==> src/rtl/cpu_pkg.sv <==
// Shared types and widths for the CPU front end.
package cpu_pkg;

   localparam int PC_W    = 16;
   localparam int INSTR_W = 16;

   localparam logic [INSTR_W-1:0] NOP_INSTR = 16'h0000;

   typedef enum logic {
      RUN   = 1'b0,
      FAULT = 1'b1
   } fetch_state_t;

   // Instructions are halfword aligned, so bit 0 of any target is discarded.
   function automatic logic [PC_W-1:0] align_pc(input logic [PC_W-1:0] pc);
      return {pc[PC_W-1:1], 1'b0};
   endfunction

endpackage

==> src/rtl/if_id_reg.sv <==
// IF/ID pipeline register: load a fetched word, hold it, or insert a bubble.
module if_id_reg
   import cpu_pkg::*;
(
   input  logic               clk,
   input  logic               reset,
   input  logic               load,
   input  logic               bubble,
   input  logic [INSTR_W-1:0] instr_in,
   input  logic [PC_W-1:0]    pc_in,
   output logic [INSTR_W-1:0] ifid_instr,
   output logic [PC_W-1:0]    ifid_pc,
   output logic [PC_W-1:0]    ifid_pc_plus2,
   output logic               ifid_valid
);

   logic [INSTR_W-1:0] instr_q;
   logic [PC_W-1:0]    pc_q;
   logic [PC_W-1:0]    pc_plus2_q;
   logic               valid_q;

   // A bubble clears the instruction but keeps the last PC pair for debug visibility.
   always_ff @(posedge clk) begin
      if (reset) begin
         instr_q    <= NOP_INSTR;
         pc_q       <= 16'h0000;
         pc_plus2_q <= 16'h0000;
         valid_q    <= 1'b0;
      end else if (bubble) begin
         instr_q    <= NOP_INSTR;
         valid_q    <= 1'b0;
      end else if (load) begin
         instr_q    <= instr_in;
         pc_q       <= pc_in;
         pc_plus2_q <= pc_in + 16'h0002;
         valid_q    <= 1'b1;
      end else begin
         instr_q    <= instr_q;
         pc_q       <= pc_q;
         pc_plus2_q <= pc_plus2_q;
         valid_q    <= valid_q;
      end
   end

   assign ifid_instr    = instr_q;
   assign ifid_pc       = pc_q;
   assign ifid_pc_plus2 = pc_plus2_q;
   assign ifid_valid    = valid_q;

endmodule

==> src/rtl/instr_fetch_unit.sv <==
// Instruction-fetch stage: PC sequencing, redirects, stall hold and out-of-range fault.
module instr_fetch_unit
   import cpu_pkg::*;
#(
   parameter logic [15:0] RESET_PC = 16'h0000,
   parameter int          PC_LIMIT = 32,
   parameter int          PC_STEP  = 2
) (
   input  logic        clk,
   input  logic        reset,
   input  logic        stall,
   input  logic        redirect_valid,
   input  logic [15:0] redirect_pc,
   output logic [15:0] fetch_pc,
   input  logic [15:0] mem_instr,
   output logic [15:0] ifid_instr,
   output logic [15:0] ifid_pc,
   output logic [15:0] ifid_pc_plus2,
   output logic        ifid_valid,
   output logic        fault,
   output logic [15:0] fault_pc,
   output logic [15:0] fetch_count
);

   localparam logic [PC_W-1:0] LIMIT_W = PC_W'(PC_LIMIT);
   localparam logic [PC_W-1:0] STEP_W  = PC_W'(PC_STEP);

   fetch_state_t    state_q;
   logic [PC_W-1:0] pc_q;
   logic            fault_q;
   logic [PC_W-1:0] fault_pc_q;
   logic [15:0]     count_q;

   logic            in_range_s;
   logic            load_s;
   logic            bubble_s;

   assign in_range_s = (pc_q < LIMIT_W);

   // IF/ID control; a FAULT cycle keeps re-issuing bubbles regardless of stall.
   always_comb begin
      load_s   = 1'b0;
      bubble_s = 1'b0;
      if (redirect_valid) begin
         bubble_s = 1'b1;
      end else if (state_q == FAULT) begin
         bubble_s = 1'b1;
      end else if (stall) begin
         bubble_s = 1'b0;
      end else if (in_range_s) begin
         load_s = 1'b1;
      end else begin
         bubble_s = 1'b1;
      end
   end

   // Fetch FSM: redirect beats stall, and only a redirect leaves FAULT.
   always_ff @(posedge clk) begin
      if (reset) begin
         state_q    <= RUN;
         pc_q       <= RESET_PC;
         fault_q    <= 1'b0;
         fault_pc_q <= 16'h0000;
         count_q    <= 16'h0000;
      end else begin
         case (state_q)
            RUN: begin
               if (redirect_valid) begin
                  pc_q <= align_pc(redirect_pc);
               end else if (stall) begin
                  pc_q <= pc_q;
               end else if (in_range_s) begin
                  pc_q    <= pc_q + STEP_W;
                  count_q <= (count_q == 16'hFFFF) ? count_q : count_q + 16'h0001;
               end else begin
                  fault_q    <= 1'b1;
                  fault_pc_q <= pc_q;
                  state_q    <= FAULT;
               end
            end
            FAULT: begin
               if (redirect_valid) begin
                  pc_q    <= align_pc(redirect_pc);
                  fault_q <= 1'b0;
                  state_q <= RUN;
               end else begin
                  pc_q <= pc_q;
               end
            end
            default: begin
               state_q <= RUN;
            end
         endcase
      end
   end

   if_id_reg u_if_id_reg (
      .clk          (clk),
      .reset        (reset),
      .load         (load_s),
      .bubble       (bubble_s),
      .instr_in     (mem_instr),
      .pc_in        (pc_q),
      .ifid_instr   (ifid_instr),
      .ifid_pc      (ifid_pc),
      .ifid_pc_plus2(ifid_pc_plus2),
      .ifid_valid   (ifid_valid)
   );

   assign fetch_pc    = pc_q;
   assign fault       = fault_q;
   assign fault_pc    = fault_pc_q;
   assign fetch_count = count_q;

endmodule

==> config.mk <==
export PLATFORM = sky130hd
export DESIGN_NAME = instr_fetch_unit
export DESIGN_NICKNAME = d
export VERILOG_FILES = /design/src/rtl/cpu_pkg.sv /design/src/rtl/if_id_reg.sv /design/src/rtl/instr_fetch_unit.sv
export SDC_FILE = /design/constraint.sdc
export NUM_CORES = 1
export LEC_CHECK = 0
export CAP_MARGIN = 0
export CORE_MARGIN = 4
export CORE_UTILIZATION = 48
export CTS_CLUSTER_DIAMETER = 80
export CTS_CLUSTER_SIZE = 30
export DETAILED_ROUTE_END_ITERATION = 16
export PLACE_DENSITY = 0.91
export SYNTH_ARGS = -nofsm -noshare
export SYNTH_HDL_FRONTEND = slang
export SYNTH_SLANG_ARGS = --single-unit
==> constraint.sdc <==
create_clock -name clk -period 3.5 [get_ports clk]
set_input_delay 0.7 -clock clk [delete_from_list [all_inputs] [get_ports clk]]
set_output_delay 0.7 -clock clk [all_outputs]
set_load 0.01 [all_outputs]
# Word-level counts from Yosys, hierarchy flattened
# Index checks and enable logic that the tools add are counted.
# classes
eq_ne,7
n_reduce_logical,6
add_sub_neg,2
n_mux,21
n_lt_le_gt_ge,1
bitwise_logic,6
# ops
cell,count
two-way mux 16 bit,4
case mux 16 bit (2 select lines),1
adder 16 x 1 -> 16 bit (second input constant),1
adder 16 x 2 -> 16 bit (second input constant),1
== test 16 bit (second input constant),1
less-than comparator 16 x 6 -> 1 bit (second input constant),1
two-way mux 1 bit,14
inequality test 2 bit (second input constant),4
AND reduction 4 bit,2
inequality test 3 bit (second input constant),2
inverter 1 bit,6
AND reduction 5 bit,1
case mux 1 bit (2 select lines),2
AND reduction 3 bit,1
AND reduction 2 bit,1
OR reduction 2 bit,1
# word_totals
regBits,99
wordCells,52
inputBits,36

# Logic depth before layout (Yosys ltp)
# Gate-level depths: netlist of the first run.
# depth
word_depth,7
mapped_depth,8
depth_no_buf,6

# Modules after synthesis
# Synthesis of the first run repeated with hierarchy kept, for this count alone.
# unflattened
cells_unflattened,501
hier_area_um2,4314.1
# modules_own_cells
module,seq_area_each_um2,cells_per_inst,area_each_um2,instances
instr_fetch_unit,960.9,285,2346.0,1
if_id_reg,960.9,216,1968.1,1

# Worst setup path after synthesis of the first run
# OpenSTA, ideal clock, no wires.
# synth_timing
path_type,input port to flip-flop
from,input port redirect_valid
to,register count_q[5] (netlist: fetch_count[5])
arrival_ps,2067
path_stages,5
setup_slack_ps,1363
n_path_buf,0
setup_ps,70
t_required_ps,3430
cell_sequence,nor3_4 > nand4_1 > a21o_1 > or4_1 > a21oi_1
# synth_between
elab_chain_cells,2
# synth_lines
item,line,text
"start, declared",instr_fetch_unit.sv:12,"input logic redirect_valid,"
inverter 1 bit (no source line),-,
AND reduction 5 bit (no source line),-,
"end signal, assigned",instr_fetch_unit.sv:74,count_q <= (count_q == 16'hFFFF) ? count_q : count_q + 16'h0001;
"end, declared",instr_fetch_unit.sv:32,logic [15:0] count_q;
# No other way between the ends.
# A chain may end at the register's enable or synchronous reset.

# Worst setup path in the final report of the first run
# layout_timing
from,input port redirect_valid
to,register count_q[14] (netlist: fetch_count[14])
# Same word-level chain as after synthesis.

==> flow_summary.toml, run 1 <==
[timing]
setup_viol = 0
finalMaxSlewViolations = 0
fmax_mhz = 361
hold_viol_final = 0
worstMarginPinSlew_ns = 0.771
fin_tns_setup_ns = 0
slew_headroom = 0.486
fin_ws_ns = 0.731
period_needed_ns = 2.77
fin_worst_skew_ns = 0.00840
timing.final.crit_share = 0.791
rsz0062_at_grt = "false"

[synth]
ys_seq_elements = 95
yosys-top-cells-area = "dfxtp_1, nand2_1, a21oi_1"
yosysWarnings = 0
synth.top_cells.by_count = "dfxtp_1, nand2_1, a21oi_1"
synth_most_common_cell = "dfxtp_1"
post-synth-top-area-cell = "dfxtp_1"
syn_area_um2 = 3660
synthDistinctLibCells = 47
synth-edff-count = 0
syn_inst = 414
synth_top_area_share = 0.519
synth_area_per_cell_um2 = 8.84
ys_seq_area_frac = 0.519
async_flop_share = 0
ys.flop_type = "dfxtp_1"

[setup_path]
worstSetupEndpointType = "flip-flop"
critPathMaxFanout = 32
worstPathRequired_ns = 3.74
path_class = "input pin to flip-flop"
worst_setup_path_start_kind = "input pin"
worstPathArrival_ns = 3.01

[worst_hold_path]
min_path_type = "flip-flop to flip-flop"

[route]
via_per_inst = 5.23
ant_nets = 0
drtIter0Drc = 88
avgRoutedWirePerCell_um = 14.9
detail_route.first_pass.iterations = 4
wl_um = 9550
num_vias = 3340
remaining_drc_errors = 0

[clocking]
clock_latency_ns = 0.36
htree_levels = 3
ctsHoldBuffers = 0
cts_buffers = 9
cts_resized = 0
cts.clk_slew.worst_paths_ns = 0.10
clock-sinks = 95
clockBufferDepth = 2
cts_setup_buffers = 0
cts_tree = "yes"
clockRootBuffer = "clkbuf_8"

[placed_design]
dp_hpwl_um = 6850
place_area_um2 = 4990
place_ws_ns = 0.359
place.port_buffers = 128
routabilityCongestion = 0.791

[pwr]
leakage_nw = 1.78
ir_drop_mv = 0.267
p_per_area_nw_per_um2 = 403
power.total_mw = 2.10

[layout]
nets = 573
final_util = 0.709
diodes = 0
areaGrowthSynthToFinish_pct = 42.0
drive_above_1_share = 0.0759
fin_area_um2 = 5200

[die]
coreArea_um2 = 7330
die_area_um2 = 9090
die_h_um = 95.3
boundaryPins = 134
die_w_um = 95.3
initial_core_util = 0.499
row_count = 31

[global_route]
track_usage = 0.218
grt_max_degree = 42
gr-total-overflow = 0
grt_pass1_vias = 3278
antenna_found_initial = 0
grt_pass1_wl_um = 15600

[run]
drv_cap = 0

[outcome]
status = "finished, final reports clean"
metrics by stage:
stage               hold WS [ns]  cells
floorplan                  0.477    417
global placement           0.441    623
detailed placement         0.443    623
CTS                        0.460    639
global route               0.484    639
finish                     0.458    639
placed cells by master (no fill, tap or decap), types with 3 or more instances in the layout:
cell type        Yosys  routed
and2_1              23      23
nand3_1             13      13
or3_1                4       4
a21oi_2              9       9
nor3_1               5       5
nand4_1              4       4
clkinv_4             0       3
a21o_1               4       4
conb_1               1       4
xor2_1               3       3
o21ai_0              7       7
clkbuf_8             0       9
nor4_1               8       7
xnor2_1              7       7
a211oi_1             5       5
buf_4                4       6
dfxtp_1             95      95
mux2i_1              8       8
inv_1                4       4
nand2_1             84      84
nor2_1              34      34
a21oi_1             39      39
clkdlybuf4s50_1      0     127
report_power, final:
part / internal [mW] / switching (mW) / total, mW / leakage, nW
combinational: 0.103 / 0.101 / 0.204 / 0.906
sequential: 1.10 / 0.0268 / 1.13 / 0.769
clock: 0.347 / 0.418 / 0.765 / 0.108
total: 1.55 / 0.546 / 2.10 / 1.78
layer usage:
layer,share of wire,GRT usage,vias to the layer above
met5,0,0,-
met4,0.0090,0.0613,0
met3,0.093,0.0876,8
met2,0.48,0.365,114
met1,0.42,0.258,1580
li1,-,-,1638
sequential cells by signal, summed over array words and instances, names as in the netlist:
name and flops:
fetch_pc 15, fault_pc 15, u_if_id_reg.ifid_pc_plus2 15, state_q 1
fault 1, u_if_id_reg.ifid_valid 1, fetch_count 16, u_if_id_reg.ifid_instr 16
u_if_id_reg.ifid_pc 15
area by class of cell:
class	instances	area, um2
fillers	533	2130
flip-flops and latches	95	1900
multi-input cells	291	1630
repair buffers	134	1320
clock buffers	9	124
well taps	99	124
clock inverters	7	87.6
inverters	4	15.0
path summary, 6_finish.rpt:
| check | from | to | slack, ns | cells past startpoint |
|---|---|---|---|---|
| hold reg to reg | u_if_id_reg.ifid_pc[2]$_SDFFE_PP0P_ | u_if_id_reg.ifid_pc[2]$_SDFFE_PP0P_ | 0.46 | 2 |
| hold / removal | u_if_id_reg.ifid_pc[2]$_SDFFE_PP0P_ | u_if_id_reg.ifid_pc[2]$_SDFFE_PP0P_ | 0.46 | 2 |
| setup / recovery | redirect_valid | fetch_count[14]$_SDFFE_PP0P_ | 0.73 | 7 |
| setup reg to reg | fetch_pc[8]$_SDFFE_PP0P_ | fetch_count[14]$_SDFFE_PP0P_ | 1.25 | 6 |
logic make-up (layout without fill, tap and decap cells):
kind of cell             after synthesis  after routing  synth area share
buffers and inverters                 31            154            0.0414
multiplexers                           9              9            0.0249
AO/OA/AOI/OAI                         73             73             0.128
other                                  1              4           0.00102
flip-flops                            95             95             0.519
adder cells (fa/ha/maj)                2              2           0.00683
AND/OR/NAND/NOR                      193            193             0.255
XOR/XNOR                              10             10            0.0239
worst max-delay path, stage by stage:
cell	delay (ns)
clkdlybuf4s50_1	0.59
nor3_4	0.39
nand4_1	0.14
buf_4	0.27
nor4_1	0.56
and4b_1	0.28
a211oi_1	0.07
Power figures use the tool's default switching activity.
==> inputs of run 2 (changes only) <==
--- a/config.mk
+++ b/config.mk
@@ -7,11 +7,11 @@
 export LEC_CHECK = 0
 export CAP_MARGIN = 0
 export CORE_MARGIN = 4
-export CORE_UTILIZATION = 48
+export CORE_UTILIZATION = 44
 export CTS_CLUSTER_DIAMETER = 80
 export CTS_CLUSTER_SIZE = 30
 export DETAILED_ROUTE_END_ITERATION = 16
-export PLACE_DENSITY = 0.91
+export PLACE_DENSITY = 0.85
 export SYNTH_ARGS = -nofsm -noshare
 export SYNTH_HDL_FRONTEND = slang
 export SYNTH_SLANG_ARGS = --single-unit
==> constraint.sdc (replaced) <==
create_clock -name clk -period 2.6 [get_ports clk]
set_input_delay 0.52 -clock clk [delete_from_list [all_inputs] [get_ports clk]]
set_output_delay 0.52 -clock clk [all_outputs]
set_load 0.01 [all_outputs]
==> run 2 against run 1 <==
  * Sequential power is 35% higher
  * Combinational power up 37%
  * Count of clock-buffer cells in the layout did not move
  * Final cell count grew 2.0%
  * Critical path depth stayed put
  * Largest cell class unchanged
  * Design area up 1.4%
  * Critical path type unchanged
==> flow_summary.toml, run 2 (synthesis results as in run 1) <==
[global_route]
grt_pass1_vias = 3271
gr-total-overflow = 0
grt_pass1_wl_um = 15400
track_usage = 0.191
grt_max_degree = 32
antenna_found_initial = 0

[route]
wl_um = 9410
ant_nets = 0
detail_route.first_pass.iterations = 5
num_vias = 3285
remaining_drc_errors = 0
via_per_inst = 5.04
drtIter0Drc = 126
avgRoutedWirePerCell_um = 14.4

[layout]
final_util = 0.648
final_cell_mix = "clkdlybuf4s50_1, dfxtp_1, nand2_1, a21oi_1, nor2_1"
drive_above_1_share = 0.0878
fin_area_um2 = 5270
areaGrowthSynthToFinish_pct = 44.0
mostFrequentLayoutCell = "clkdlybuf4s50_1"
nets = 580
diodes = 0

[clocking]
clock_latency_ns = 0.36
clock-sinks = 95
cts_setup_buffers = 0
cts_resized = 0
cts_tree = "yes"
htree_levels = 3
cts_buffers = 9
cts.clk_slew.worst_paths_ns = 0.10
clockRootBuffer = "clkbuf_8"
ctsHoldBuffers = 0
clockBufferDepth = 2

[pwr]
seqPwrFrac = 0.539
ir_drop_mv = 0.384
switching_share = 0.256
p_switching_mw = 0.719
p_int_mw = 2.09
p_comb_frac = 0.099
clockPowerShare = 0.361
p_per_area_nw_per_um2 = 534
leakage_nw = 1.82

[timing]
finalMaxSlewViolations = 0
rsz0062_at_grt = "false"
fin_tns_setup_ns = 0
fin_worst_skew_ns = 0.0136
fmax_mhz = 445
setup_viol = 0
timing.final.crit_share = 0.865
worstMarginPinSlew_ns = 0.957
period_needed_ns = 2.25
hold_slack_ns = 0.458
slew_headroom = 0.359
hold_viol_final = 0

[placed_design]
place.port_buffers = 128
place_area_um2 = 5060
dp_hpwl_um = 6970
routabilityCongestion = 0.789

[setup_path]
path_class = "input pin to flip-flop"
critPathMaxFanout = 14
worstSetupEndpointType = "flip-flop"
worstPathRequired_ns = 2.88
worst_setup_path_start_kind = "input pin"
worstPathArrival_ns = 2.53

[die]
die_h_um = 99.2
coreArea_um2 = 8130
row_count = 33
initial_core_util = 0.450
die_area_um2 = 9840
boundaryPins = 134
die_w_um = 99.2

[run]
drv_cap = 0

[outcome]
status = "finished, final reports clean"

[worst_hold_path]
min_path_type = "flip-flop to flip-flop"
[run 2: cell count changes in the layout (fill, tap and decap cells not counted)]
cell and delta:
buf_4 +6, clkinv_4 -2, buf_12 +1, clkinvlp_4 +1, inv_6 +1
[run 2: path summary, 6_finish.rpt]
kind | cells after the start | endpoint | slack, ns | startpoint
worst max-delay path | 7 | fetch_count[5]$_SDFFE_PP0P_ | 0.35 | redirect_valid
worst min-delay path | 2 | fault_pc[6]$_SDFFE_PP0P_ | 0.46 | fault_pc[6]$_SDFFE_PP0P_
worst max register to register | 6 | fetch_count[5]$_SDFFE_PP0P_ | 0.40 | fetch_pc[11]$_SDFFE_PP0P_
worst min register to register | 2 | fault_pc[6]$_SDFFE_PP0P_ | 0.46 | fault_pc[6]$_SDFFE_PP0P_
[run 2: final cells by class]
| class | count | area (um2) |
|---|---|---|
| tap | 105 | 131 |
| clock buffer | 9 | 124 |
| multi-input combinational | 291 | 1630 |
| fill | 715 | 2860 |
| timing repair buffer | 141 | 1390 |
| clock inverter | 7 | 86.3 |
| inverter | 4 | 15.0 |
| sequential | 95 | 1900 |
[run 2: stage by stage]
| stage | worst slack [ns] | power (mW) | cells |
|---|---|---|---|
| floorplan | 0.643 | 1.69 | 417 |
| global placement | 0.0794 | 1.82 | 636 |
| detailed placement | 0.00763 | 1.83 | 636 |
| CTS | 0.362 | 2.85 | 652 |
| global route | 0.144 | 2.93 | 652 |
| finish | 0.352 | 2.81 | 652 |
[run 2: critical path, stage by stage]
cell and delay, ns:
clkdlybuf4s50_1 0.53, nor3_4 0.25, nand4_1 0.22, buf_12 0.23
a21o_1 0.16, or4_1 0.47, a21oi_1 0.15
[run 2: power by group through the flow]
stage	Clock (mW)	Sequential [mW]	Combinational, mW
floorplan	0	1.55	0.134
global placement	0	1.55	0.275
detailed placement	0	1.55	0.280
CTS	1.05	1.52	0.282
global route	1.11	1.52	0.304
finish	1.02	1.52	0.279
[run 2: routing by layer]
metal	share of wire	global-route usage	vias to the layer above
met1	0.42	0.227	1514
met3	0.089	0.0708	11
met5	0	0	-
li1	-	-	1649
met2	0.48	0.318	111
met4	0.015	0.0683	0
